--- config.mk ---
export PLATFORM = sky130hd
export DESIGN_NAME = state_rr_arbiter
export DESIGN_NICKNAME = d
export VERILOG_FILES = /design/src/rtl/state_rr_arbiter_pkg.sv /design/src/rtl/state_rr_arbiter_pick.sv /design/src/rtl/state_rr_arbiter.sv
export SDC_FILE = /design/constraint.sdc
export NUM_CORES = 1
export LEC_CHECK = 0
export ABC_CLOCK_PERIOD_IN_PS = 3000
export BUFFER_PORTS_ARGS = -buffer_cell sky130_fd_sc_hd__buf_2
export CAP_MARGIN = 20
export CORE_MARGIN = 10
export CORE_UTILIZATION = 30
export DETAILED_ROUTE_END_ITERATION = 10
export SLEW_MARGIN = 10
export SYNTH_ARGS = -nofsm -noshare
export SYNTH_HDL_FRONTEND = slang
export SYNTH_SLANG_ARGS = --single-unit
--- constraint.sdc ---
create_clock -name clk_i -period 3 [get_ports clk_i]
set_input_delay 0.3 -clock clk_i [delete_from_list [all_inputs] [get_ports clk_i]]
set_output_delay 0.3 -clock clk_i [all_outputs]
set_load 0.05 [all_outputs]
--- src/rtl/state_rr_arbiter_pkg.sv ---
// Shared types for the round-robin state arbiter: FSM encoding and the
// sample payload enums the arbiter is exercised with.
package state_arb_pkg;

  typedef enum logic {
    ARB_EMPTY = 1'b0,
    ARB_FULL  = 1'b1
  } arb_state_e;

  typedef enum logic [7:0] {
    FooVariant = 8'b10010101
  } enum_foo_e;

  typedef enum logic [8:0] {
    BarVariant = 9'b100100001
  } enum_bar_e;

endpackage

--- src/rtl/state_rr_arbiter_pick.sv ---
// Combinational round-robin picker: first asserted valid at or above the
// pointer, wrapping to the lowest asserted valid when none is found above.
module rr_pick #(
  parameter int unsigned NumReq = 2,
  localparam int unsigned IdxW  = (NumReq > 1) ? $clog2(NumReq) : 1
) (
  input  logic [NumReq-1:0] i_valid,
  input  logic [IdxW-1:0]   i_ptr,
  output logic              o_found,
  output logic [IdxW-1:0]   o_idx
);

  logic            w_hi_found;
  logic [IdxW-1:0] w_hi_idx;
  logic [IdxW-1:0] w_lo_idx;

  // Descending scans so the lowest qualifying index is the one left standing.
  always_comb begin
    o_found    = 1'b0;
    w_lo_idx   = '0;
    w_hi_found = 1'b0;
    w_hi_idx   = '0;
    for (int i = int'(NumReq) - 1; i >= 0; i--) begin
      if (i_valid[i]) begin
        o_found  = 1'b1;
        w_lo_idx = IdxW'(i);
      end
      if (i_valid[i] && (i >= int'(i_ptr))) begin
        w_hi_found = 1'b1;
        w_hi_idx   = IdxW'(i);
      end
    end
    o_idx = w_hi_found ? w_hi_idx : w_lo_idx;
  end

endmodule

--- src/rtl/state_rr_arbiter.sv ---
// Round-robin arbiter funnelling NumReq valid/ready state producers into a
// one-entry registered buffer feeding a single state consumer.
module state_rr_arbiter
  import state_arb_pkg::*;
#(
  parameter type         state_t = logic [8:0],
  parameter int unsigned NumReq  = 2,
  localparam int unsigned IdxW   = (NumReq > 1) ? $clog2(NumReq) : 1
) (
  input  logic              clk_i,
  input  logic              rst_ni,
  input  logic [NumReq-1:0] req_valid_i,
  input  state_t            req_state_i [NumReq],
  output logic [NumReq-1:0] req_ready_o,
  output logic              out_valid_o,
  output state_t            out_state_o,
  input  logic              out_ready_i,
  output logic [IdxW-1:0]   grant_idx_o
);

  arb_state_e      r_state;
  arb_state_e      w_state_nxt;
  logic [IdxW-1:0] r_rr_ptr;
  logic [IdxW-1:0] w_ptr_nxt;
  state_t          r_out_state;
  logic [IdxW-1:0] r_grant_idx;
  logic            w_found;
  logic [IdxW-1:0] w_pick_idx;
  logic            w_can_accept;
  logic            w_accept;

  rr_pick #(
    .NumReq (NumReq)
  ) u_rr_pick (
    .i_valid (req_valid_i),
    .i_ptr   (r_rr_ptr),
    .o_found (w_found),
    .o_idx   (w_pick_idx)
  );

  assign out_valid_o = (r_state == ARB_FULL);
  assign out_state_o = r_out_state;
  assign grant_idx_o = r_grant_idx;
  assign w_ptr_nxt   = (w_pick_idx == IdxW'(NumReq - 1)) ? '0 : w_pick_idx + 1'b1;

  // Accept decision: a drain in the same cycle frees the buffer, so fill and
  // drain overlap without a bubble. Ready is held low while in reset.
  always_comb begin
    w_state_nxt  = r_state;
    w_accept     = 1'b0;
    req_ready_o  = '0;
    w_can_accept = (r_state == ARB_EMPTY) || (out_ready_i && out_valid_o);
    if (rst_ni && w_can_accept && w_found) begin
      w_accept                = 1'b1;
      req_ready_o[w_pick_idx] = 1'b1;
      w_state_nxt             = ARB_FULL;
    end else if ((r_state == ARB_FULL) && out_ready_i) begin
      w_state_nxt = ARB_EMPTY;
    end
  end

  always_ff @(posedge clk_i or negedge rst_ni) begin
    if (!rst_ni) begin
      r_state <= ARB_EMPTY;
    end else begin
      r_state <= w_state_nxt;
    end
  end

  // Output buffer stage: payload is copied untouched, so enum values survive.
  always_ff @(posedge clk_i or negedge rst_ni) begin
    if (!rst_ni) begin
      r_out_state <= state_t'('0);
      r_grant_idx <= '0;
      r_rr_ptr    <= '0;
    end else if (w_accept) begin
      r_out_state <= req_state_i[w_pick_idx];
      r_grant_idx <= w_pick_idx;
      r_rr_ptr    <= w_ptr_nxt;
    end
  end

endmodule

==> After elaboration in Yosys (flattened, before gate mapping) <==
Cells that the tools add are included.
{ "classes": {"n_bitwise": 2, "mux": 16, "magnitude_cmp": 4, "addsub": 1, "reduce_logical": 7} }
{ "op_table": {"columns": ["cell", "n"], "rows": [
  ["$mux 9", 3],
  ["$mux 1", 11],
  ["$logic_and 1x1->1", 5],
  ["$ge 2x2->1 const B", 1],
  ["$lt 1x2->1 const B", 1],
  ["$mux 2", 1],
  ["$not 1->2", 1],
  ["$reduce_bool 2->1", 1],
  ["$add 1x1->1 const B", 1],
  ["$demux 1 s1", 1],
  ["$ge 1x1->1 const A", 1],
  ["$ge 1x1->1 const B", 1],
  ["$logic_or 1x1->1", 1],
  ["$not 1->1", 1]
]} }
{ "word_totals": {"out_inout_bits": 13, "register_bits": 12, "in_bits": 23, "elab_cells": 34} }

==> Depth between registers and ports, before layout <==
{ "depth": {"ltp_word": 9, "ltp_mapped": 5} }

==> By module <==
A second synthesis with hierarchy kept.
{ "hier_totals": {"hier_cells": 44, "hier_area_um2": 664.4} }
{ "modules_own_cells": {"columns": ["module", "seq_area_each_um2", "n_inst", "cells_per_inst", "area_each_um2"], "rows": [
  ["state_rr_arbiter", 300.3, 1, 41, 646.9],
  ["rr_pick", 0.0, 1, 3, 17.5]
]} }

==> Worst setup path after synthesis <==
No wires, ideal clock.
{ "synth_timing": {"path_kind": "register to output", "start": "reg r_state (netlist: out_valid_o)", "end": "out req_ready_o[1]", "setup_slack_ns": 0.791, "arrival_time_ns": 1.909, "path_stages_with_launch": 4, "required_ns": 2.700, "n_path_buf": 0, "cell_sequence": "dfrtp_1 nand2b_1 nand2_1 nor3_1"} }
{ "synth_between": {"elab_chain_len": 5, "word_cells_on_any_way": 6} }
{ "synth_lines": {"columns": ["element", "line", "source"], "rows": [
  ["from (decl)", "state_rr_arbiter.sv:21", "arb_state_e r_state;"],
  ["from (signal assigned)", "state_rr_arbiter.sv:66", "r_state <= w_state_nxt;"],
  ["$logic_and 1x1->1 / $not 1->1 (equally long branches)", "state_rr_arbiter.sv:52", "w_can_accept = (r_state == ARB_EMPTY) || (out_ready_i && out_valid_o);"],
  ["$logic_or 1x1->1 *", "state_rr_arbiter.sv:52", null],
  ["$logic_and 1x1->1 * (2 in series)", "state_rr_arbiter.sv:53", "if (rst_ni && w_can_accept && w_found) begin"],
  ["$mux 2 *", "state_rr_arbiter.sv:53", null],
  ["to (decl)", "state_rr_arbiter.sv:14", "output logic [NumReq-1:0] req_ready_o,"]
]} }
Mark *: on every way between the ends. The rest lies on a longest branch, timed or not.

==> Worst setup path after layout <==
{ "layout_timing": {"start": "in rst_ni", "end": "out req_ready_o[1]"} }
{ "layout_between": {"elab_chain_len": 3} }
{ "layout_lines": {"columns": ["element", "line", "source"], "rows": [
  ["from (decl)", "state_rr_arbiter.sv:11", "input logic rst_ni,"],
  ["$logic_and 1x1->1 (2 in series)", "state_rr_arbiter.sv:53", null],
  ["$mux 2", "state_rr_arbiter.sv:53", null]
]} }
Every way passes these cells.

==> flow_summary.json <==
{
  "clockBufferDepth": 2,
  "crit_path_start_kind": "primary input",
  "die_x_um": 66.12,
  "skew_ns": 0.006424,
  "grt_usage_pct": 8.276,
  "rsz0062_at_grt": "no",
  "yosys_warnings": 0,
  "synth_area_leaders": "dfrtp_1, nand3b_1, a31oi_1",
  "final_area_um2": 845.8,
  "ys_types": 17,
  "clock_latency_ns": 0.27,
  "tightest_slew_ns": 0.6673,
  "hold_viol": 0,
  "start_util_pct": 31.87,
  "num_rows": 16,
  "p_switching_uw": 231.6,
  "antenna_cells": 0,
  "peakVddDrop_uv": 200.5,
  "antenna_found_initial": 0,
  "p_seq_share_pct": 38.6,
  "drv_cap": 0,
  "avgRoutedWirePerCell_um": 14.16,
  "clockPowerShare_pct": 18.3,
  "synth_top_area_cell": "dfrtp_1",
  "grt_max_degree": 14,
  "p_sw_share_pct": 43.41,
  "grt_pass1_vias": 657,
  "hold_path_class": "primary input to flop",
  "dp_slack_ns": 1.207,
  "fin_crit_sh_pct": 77.04,
  "areaGrowthSynthToFinish_pct": 32.55,
  "place_hpwl_mm": 1.424,
  "clock_sinks": 12,
  "overflow": 0,
  "syn_avg_cell_area_um2": 9.248,
  "finalNonFillerCells": 129,
  "seq_area_frac_synth_pct": 47.06,
  "setup_viol": 0,
  "cts_root_buf": "clkbuf_4",
  "powerDensity_nw_per_um2": 630.6,
  "fill_cells": 224,
  "maxSlewViolCount": 0,
  "cp_common_cell": "buf_2",
  "synth_nets": 92,
  "io_pins": 36,
  "grt_pass1_wl_mm": 2.932,
  "cts_setup_buffers": 0,
  "core_um2": 2002,
  "synth_cells": 69,
  "multi_input_area_um2": 289.0,
  "nets": 127,
  "worst_setup_hold_path_clk_slew_ns": 0.07,
  "crit_path_max_fanout": 13,
  "crit_type": "primary input to output pin",
  "dp.cells": 125,
  "leakagePower_nw": 0.3884,
  "slowest_stage": "dlygate4sd3_1",
  "finalWirelength_mm": 1.827,
  "vias": 630,
  "cpPeakStageDelay_ns": 0.52,
  "cts_tree": "done",
  "status": "complete, no violations",
  "dpl-instance-area_um2": 813.3,
  "syn_area_um2": 638.1,
  "routabilityCongestion": 0.7286,
  "drt_iter0_markers": 64,
  "cts_resized": 0,
  "slew_headroom_pct": 55.42,
  "cts_buffers": 3,
  "max_freq_mhz": 432.7,
  "critPathArrivalTime_ns": 2.01,
  "required_ns": 2.70,
  "drcViolationCount": 0,
  "cp_cell_sequence": "dlygate4sd3_1, buf_2, o21a_2, nand2_1, nor3_1, buf_2",
  "setup-tns-final_ns": 0,
  "dieArea_um2": 4372,
  "cts_max_level": 1,
  "yosysTopAreaCellShare_pct": 47.06,
  "ant_nets": 0,
  "worst_hold_slack_ns": 0.3017,
  "p_int_uw": 301.8,
  "min_period_ns": 2.311,
  "fp.dieH_um": 66.12,
  "worst_slack_ns": 0.6887,
  "cp-end-kind": "output pin",
  "dr.pass1.iters": 4,
  "regArea_um2": 300.3,
  "port_buffers": 35,
  "power_frac_comb_pct": 43.1,
  "viasPerCell": 4.884,
  "drive_gt1_share_pct": 42.16,
  "ys_ff_latch": 12
}
## worst paths after layout
path | from | to | slack, ns | depth (start not counted)
max | rst_ni | req_ready_o[1] | 0.69 | 6
min | req_state_i[5] | out_state_o[5] | 0.30 | 3
max reg2reg | r_rr_ptr | out_state_o[8] | 1.51 | 4
min reg2reg | grant_idx_o | grant_idx_o | 0.51 | 1
max in group asynchronous | rst_ni | out_state_o[8] | 2.34 | 2
min in group asynchronous | rst_ni | out_state_o[7] | 0.44 | 2
## synthesized netlist by cell type (all sizes together)
cell and instances:
nand2 2, o21a 1, nor2 2, nor2b 1, o21ai 9, dfrtp 12
mux2 1, nand3b 9, buf 7, a31oi 9, inv 2, nor3 1
a21oi 11, and2 1, nand2b 1
## power by group through the flow
stage	sequential (mW)	clock [mW]	combinational, mW
floorplan	0.308	0	0.0736
global placement	0.209	0	0.231
detailed placement	0.209	0	0.232
CTS	0.206	0.101	0.233
global route	0.210	0.111	0.248
finish	0.206	0.0976	0.230
## registers in the layout (all words and copies together), names as in the netlist
signal	flops
grant_idx_o	1
out_state_o	9
out_valid_o	1
r_rr_ptr	1
## cell type report
type / count / share of cell area (%)
Tap cell: 27 / 3.994
Multi-Input combinational cell: 48 / 34.17
Clock buffer: 3 / 2.663
Sequential cell: 12 / 35.50
Timing Repair Buffer: 37 / 22.78
Inverter: 2 / 0.8876
## repair_timing
action                                  4_1_cts  5_1_grt
endpoints found under the setup margin        0        0
hold buffers                                  1        0
endpoints found under the hold margin        12        0
## cells by family after synthesis
kind of cell / after synthesis / share of synthesized area [%]
compound gates: 30 / 25.88
buf+inv: 9 / 7.646
flops: 12 / 47.06
mux: 1 / 2.352
simple gates: 17 / 17.06
## worst max-delay path, delay by kind of cell
family	cells	cell delay, ns
and+or+nand+nor	2	0.28
buffers and inverters	3	1.09
AOI/OAI and AO/OA	1	0.33
## cell usage in the layout, fill, tap and decap left out
cell,Yosys,routed
buf_2,6,35
dfrtp_1,12,12
a21oi_1,11,11
nand3b_1,9,9
o21ai_1,9,9
a31oi_1,9,9
clkbuf_4,0,3
nand2_1,2,2
nor2_1,2,2
nand2b_1,1,1
o21a_2,1,1
inv_2,1,1
nor2b_1,1,1
nor3_1,1,1
and2_4,1,1
inv_1,1,1
mux2_4,1,1
dlygate4sd3_1,0,1
buf_4,0,1
## routing by layer
metal | vias to the layer above | part of all wire [%] | wire length, um | global-route usage, %
met2 | 34 | 43 | 786 | 12.44
li1 | 317 | - | - | -
met5 | - | 0 | 0 | 0
met3 | 3 | 11 | 197 | 2.881
met4 | 0 | 1.1 | 20 | 4.712
met1 | 276 | 45 | 823 | 9.942
## metrics by stage
step / power (mW) / utilization (%)
floorplan: 0.3813 / -
global placement: 0.4398 / 40.63
detailed placement: 0.4412 / 40.63
CTS: 0.5404 / 42.25
global route: 0.5689 / 42.25
finish: 0.5334 / 42.25
Power figures use the tool's default switching activity.
